## src/rtl/uart_tx_sched.sv

```systemverilog
// Round-robin transmit scheduler: two byte requesters share one 8N1/8N2 serial line.
// Bit timing is driven entirely by the external single-cycle baud tick.
module uart_tx_sched #(
    parameter int unsigned DATA_W    = 8,
    parameter int unsigned STOP_BITS = 1
) (
    input  logic              clk,
    input  logic              rst,
    input  logic              baud,
    input  logic              req0_valid,
    input  logic [DATA_W-1:0] req0_data,
    output logic              req0_ready,
    input  logic              req1_valid,
    input  logic [DATA_W-1:0] req1_data,
    output logic              req1_ready,
    output logic              tx,
    output logic              busy,
    output logic              grant_id
);

    localparam int unsigned CNT_W = (DATA_W > 1) ? $clog2(DATA_W) : 1;
    localparam logic [CNT_W-1:0] LAST_BIT  = CNT_W'(DATA_W - 1);
    localparam logic             LAST_STOP = 1'(STOP_BITS - 1);

    typedef enum logic [2:0] {
        IDLE,
        SYNC,
        START,
        DATA,
        STOP
    } state_t;

    state_t            state_q;
    logic              tx_q;
    logic              busy_q;
    logic              grant_q;
    logic              last_grant_q;
    logic [CNT_W-1:0]  bit_cnt_q;
    logic              stop_cnt_q;
    logic [DATA_W-1:0] shift_q;

    logic winner_d;
    logic accept_d;

    // On a tie the requester that did not own the previous frame wins.
    always_comb begin
        winner_d = (req0_valid && req1_valid) ? ~last_grant_q : req1_valid;
        accept_d = (state_q == IDLE) && !rst && (req0_valid || req1_valid);
    end

    assign req0_ready = accept_d && !winner_d;
    assign req1_ready = accept_d && winner_d;

    always_ff @(posedge clk) begin
        if (rst) begin
            state_q      <= IDLE;
            tx_q         <= 1'b1;
            busy_q       <= 1'b0;
            grant_q      <= 1'b0;
            last_grant_q <= 1'b1;
            bit_cnt_q    <= '0;
            stop_cnt_q   <= 1'b0;
            shift_q      <= '0;
        end else begin
            case (state_q)
                IDLE: begin
                    // A baud tick coinciding with acceptance is deliberately ignored.
                    if (accept_d) begin
                        shift_q      <= winner_d ? req1_data : req0_data;
                        grant_q      <= winner_d;
                        last_grant_q <= winner_d;
                        busy_q       <= 1'b1;
                        state_q      <= SYNC;
                    end
                end
                SYNC: begin
                    if (baud) begin
                        tx_q    <= 1'b0;
                        state_q <= START;
                    end
                end
                START: begin
                    if (baud) begin
                        tx_q      <= shift_q[0];
                        bit_cnt_q <= '0;
                        state_q   <= DATA;
                    end
                end
                DATA: begin
                    if (baud) begin
                        if (bit_cnt_q == LAST_BIT) begin
                            tx_q       <= 1'b1;
                            stop_cnt_q <= 1'b0;
                            state_q    <= STOP;
                        end else begin
                            shift_q   <= shift_q >> 1;
                            tx_q      <= shift_q[1];
                            bit_cnt_q <= bit_cnt_q + CNT_W'(1);
                        end
                    end
                end
                STOP: begin
                    if (baud) begin
                        if (stop_cnt_q == LAST_STOP) begin
                            busy_q  <= 1'b0;
                            state_q <= IDLE;
                        end else begin
                            stop_cnt_q <= stop_cnt_q + 1'b1;
                        end
                    end
                end
                default: state_q <= IDLE;
            endcase
        end
    end

    assign tx       = tx_q;
    assign busy     = busy_q;
    assign grant_id = grant_q;

endmodule
```

## config.mk

```make
export PLATFORM = sky130hd
export DESIGN_NAME = uart_tx_sched
export DESIGN_NICKNAME = d
export VERILOG_FILES = /design/src/rtl/uart_tx_sched.sv
export SDC_FILE = /design/constraint.sdc
export NUM_CORES = 1
export LEC_CHECK = 0
export ABC_AREA = 1
export BUFFER_PORTS_ARGS = -buffer_cell sky130_fd_sc_hd__buf_2
export CAP_MARGIN = 15
export CELL_PAD_IN_SITES_DETAIL_PLACEMENT = 1
export CELL_PAD_IN_SITES_GLOBAL_PLACEMENT = 2
export CORE_MARGIN = 10
export CORE_UTILIZATION = 23
export CTS_CLUSTER_SIZE = 20
export DETAILED_ROUTE_END_ITERATION = 7
export HOLD_SLACK_MARGIN = 0.12
export PLACE_DENSITY = 0.7
export REMOVE_ABC_BUFFERS = 1
export SLEW_MARGIN = 20
export SYNTH_ARGS = -nofsm -noshare
export SYNTH_HDL_FRONTEND = slang
export SYNTH_SLANG_ARGS = --single-unit
```

## constraint.sdc

```tcl
create_clock -name clk -period 1.45 [get_ports clk]
set_input_delay 0.2175 -clock clk [delete_from_list [all_inputs] [get_ports clk]]
set_output_delay 0.2175 -clock clk [all_outputs]
set_load 0.1 [all_outputs]
```

After elaboration in Yosys (flattened, before gate mapping)
Index checks and enable logic that the tools add are counted.
Widths: inputs -> output; s select.

cells by class
  reduce and logical (&&, ||, !) cells = 21
  eq/ne operators = 13
  $add $sub $neg = 2
  mux-type cells = 32
  bitwise gates (word level) = 1

operators with widths
  cell                 count
  $mux 8               4
  $mux 3               10
  $reduce_and 4->1     5
  $ne 2x2->1 const B   8
  $pmux 8 s2           1
  $pmux 3 s5           1
  $mux 1               12
  $reduce_bool 2->1    4
  $reduce_and 7->1     1
  $eq 3x2->1 const B   2
  $eq 3x3->1 const B   2
  $pmux 3 s2           1
  $logic_and 1x1->1    5
  $pmux 1 s2           2
  $add 3x1->3 const B  1
  $eq 3x1->1 const B   1
  $logic_not 3->1      1
  $pmux 1 s3           1
  $reduce_bool 3->1    1
  $logic_not 1->1      2
  $reduce_and 2->1     1
  $add 1x1->1 const B  1
  $logic_or 1x1->1     1
  $not 1->1            1

storage, ports and cells
  register bits after elaboration = 19
  output and inout bits = 5
  bits of input ports = 21
  logic and storage cells = 77

Depth between registers and ports, before layout
  depth in word-level cells = 5
  mapped depth = 10
  mapped depth without buffers = 10

Least setup slack after synthesis
Ideal clock, no wire load.

  kind = register -> register
  start point = register state_q[2]
  end point = register grant_q, in the netlist grant_id
  data required time = 1.265 ns
  setup time = 0.185 ns
  arrival time = 2.192 ns
  stages on the path, launching flop included = 7
  setup slack = -0.927 ns
  period minus slack after synthesis = 2.377 ns
  path buffers = 0
  cell sequence = dfxtp_1 -> nor2_1 -> nand2_1 -> nor2_1 -> inv_1 -> nor2_1 -> nor2_1

on the way
  word-level cells in the longest chain between the ends = 4

ends and longest elaborated chain
  item                             RTL line  source
  from (decl)                      33        state_t state_q;
  from (signal assigned)           56        state_q <= IDLE;
  from (signal assigned)           73        state_q <= SYNC;
  from (signal assigned)           79        state_q <= START;
  $logic_not 3->1 *                48, 65
  $logic_and 1x1->1 (2 in series)  48        accept_d = (state_q == IDLE) && !rst && (req0_valid || req1_valid);
  $reduce_and 2->1 (no line) *     n/a
  to (signal assigned)             70        grant_q <= winner_d;
  to (decl)                        36        logic grant_q;

Every way passes the cells marked *; elsewhere a longest branch is shown, timed or not.
A chain may end at the register's enable or synchronous reset.

Final worst setup path
  start point = register state_q[2]
  end point = output req1_ready

on the way
  word-level cells in the longest chain between the ends = 4

ends and longest elaborated chain
  item                             RTL line  source
  $logic_not 3->1                  48
  $logic_and 1x1->1 (2 in series)  48
  $logic_and 1x1->1                52        assign req1_ready = accept_d && winner_d;
  to (decl)                        15        output logic req1_ready,

No other way between the ends.

==> impl_metrics.ini <==
[power_and_ir_drop]
netSwitchingFraction = 0.491
peakVddDrop_mv = 0.648
power.total_mw = 3.39
pwr-share-clk = 0.108
pwr-share-comb = 0.658
power.switching_mw = 1.66
leakage_nw = 0.773
p_int_mw = 1.72
p_seq_frac = 0.234
power.density_nw_per_um2 = 2190

[floorplan]
core_area_um2 = 4380
fp-row-count = 24
die_h_um = 87.5
die-area_um2 = 7650
die_w_um = 87.5
io_pins = 26
start_util = 0.239

[final_layout]
area_growth_pct = 47.9
fill_cells = 582
fin_area_um2 = 1550
num_antenna_cells = 0
utilization = 0.353
fin_nets = 243
drive_gt1_frac = 0.376

[synthesis]
synthFlopType = dfxtp_1
syn_area_per_cell_um2 = 6.02
synth_common_cells = nand2_1, nor2_1, inv_1, dfxtp_1, o21ai_0
synth_area_leaders = dfxtp_1, nand2_1, nor2_1
yosysTopAreaCell = dfxtp_1
synth_edf_count = 0
async_reset_ff_frac = 0
syn_area_um2 = 1050
ys_warn_count = 0
synth_cells = 174
yosysMostFrequentCell = nand2_1
synth_top_area_frac = 0.344
synth_cell_type_count = 18
ys_seq_area_frac = 0.344
synth-seq-cells = 18

[setup_path]
reg2reg_from = state_q[1]
crit_start = state_q[2]
critPathLaunchType = flop
path_cells = nor2_4, nand2_2, nor2_4, buf_4, nand2_2, inv_2, buf_12
arrival_ps = 1300
slowest_stage = dfxtp_2
crit_type = flop to primary output
cp_max_fo = 2
critical_path_required_ps = 1230
critPathCaptureType = primary output
slowest_delay_ps = 350

[routing]
drt_pass1_iterations = 3
vias = 1211
drt_iter0_drc = 37
ant_nets = 0
wirelength_um = 3430
via_per_inst = 4.49
routedWlPerCell_um = 12.7
drc = 0

[timing]
slew_violations = 0
rsz0062_at_grt = yes
finalSetupTns_ps = -103
clock_skew_ps = 5.90
setup_viol = 2
hold_viol_final = 0
worst_slack_ps = -65.8
period_needed_ps = 1520
slew_headroom = 0.671
worstMarginPinSlew_ps = 497
max_freq_ghz = 0.660
hold_ws_ps = 146
period_share = 1.05

[placement]
dpl_cell_area_um2 = 1350
gp_congestion = 0.698
dp_hpwl_um = 2620
io_buffer_count = 25

[grt]
grt_pass1_wl_um = 5510
grt_overflow_total = 0
grt.total_usage = 0.0886
first_global_vias = 1285
grt_max_degree = 15
antenna_found_initial = 0

[min_path]
hp-class = input pin to flop
worstHoldStart = rst

[cts]
cts_max_path_buffers = 2
clock-root-buffer = clkbuf_8
clk_latency_ps = 260
cts.sinks = 18
cts-htree-levels = 1
cts.clk_slew.worst_paths_ps = 70
cts_tree = built
ctsHoldBuffers = 0
cts_buffers = 3

[flow_run]
maxCapViolCount = 0

[status]
status = finished, violations left
violations = setup timing
==> critical path, delay by kind of cell, from the launching register on <==
family | cells | cell delay [ps]
buf+inv | 3 | 360
flops | 1 | 350
simple gates | 4 | 330
==> placed cells by master (no fill, tap or decap) <==
cell / netlist / layout
nor2_1: 39 / 33
nor2_2: 1 / 4
dfxtp_1: 18 / 13
a21oi_2: 0 / 1
clkbuf_8: 0 / 3
buf_12: 0 / 2
nor3_2: 0 / 5
a31oi_1: 1 / 1
a21oi_1: 4 / 3
nand3_1: 7 / 7
buf_6: 1 / 2
nand2_4: 1 / 1
ha_2: 0 / 2
nor2_4: 1 / 4
o21ai_0: 12 / 12
buf_2: 3 / 23
dfxtp_2: 0 / 5
buf_4: 0 / 18
nand3_2: 2 / 1
inv_2: 1 / 3
nand2_1: 49 / 42
nand2_8: 0 / 1
nand2_2: 0 / 6
inv_1: 25 / 23
o211ai_1: 1 / 1
nor3_1: 6 / 1
nand3_4: 0 / 1
==> power by group through the flow <==
stage / clock network, mW / registers, mW / logic (mW)
after detailed placement: 0 / 0.776 / 1.85
after global routing: 0.403 / 0.816 / 2.47
final: 0.366 / 0.791 / 2.23
after CTS: 0.385 / 0.771 / 1.97
after global placement: 0 / 0.764 / 1.82
after floorplan: 0 / 0.978 / 1.02
==> final timing paths <==
kind                                     end  slack, ps  cells after the start
worst max-delay path              req1_ready        -70                      7
worst max register to register    shift_q[2]         60                      8
worst min-delay path            bit_cnt_q[1]        150                      2
worst min register to register  last_grant_q        470                      2
==> area by class of cell <==
cell class,count,area (um^2),share of cell area
multi-input combinational,126,666,0.430
sequential,18,367,0.237
timing repair buffer,45,313,0.202
inverter,26,97.6,0.0630
tap,52,65.1,0.0420
clock buffer,3,41.3,0.0267
==> state kept, by name (all words and copies together) (netlist names) <==
register and flops:
bit_cnt_q 3, busy 1, grant_id 1, last_grant_q 1, shift_q 8, state_q 3, tx 1
==> logic make-up after synthesis <==
group,synth area share
compound gates,0.0896
flops,0.344
simple gates,0.424
fa+ha+maj,0.0239
buf+inv,0.118
==> routing by layer <==
metal,GRT usage,vias to the layer above,part of all wire
met5,0,-,0
li1,-,624,-
met4,0.0174,0,0.0029
met1,0.0899,565,0.40
met2,0.169,20,0.55
met3,0.0309,2,0.043
==> stage by stage <==
stage / instances / setup slack, ps
after floorplan: 170 / -927
after global placement: 262 / 22.2
after detailed placement: 262 / -11.7
after CTS: 267 / -85.2
after global routing: 270 / -142
final: 270 / -65.8
==> timing repair <==
item | in CTS | in global routing
buffers inserted | 2 | 3
pin swaps | 3 | 7
endpoints found under the hold margin | 0 | 0
gates resized for setup | 12 | 24
setup endpoints to repair | 8 | 16
Note: power is estimated with default switching activity, not from simulation.
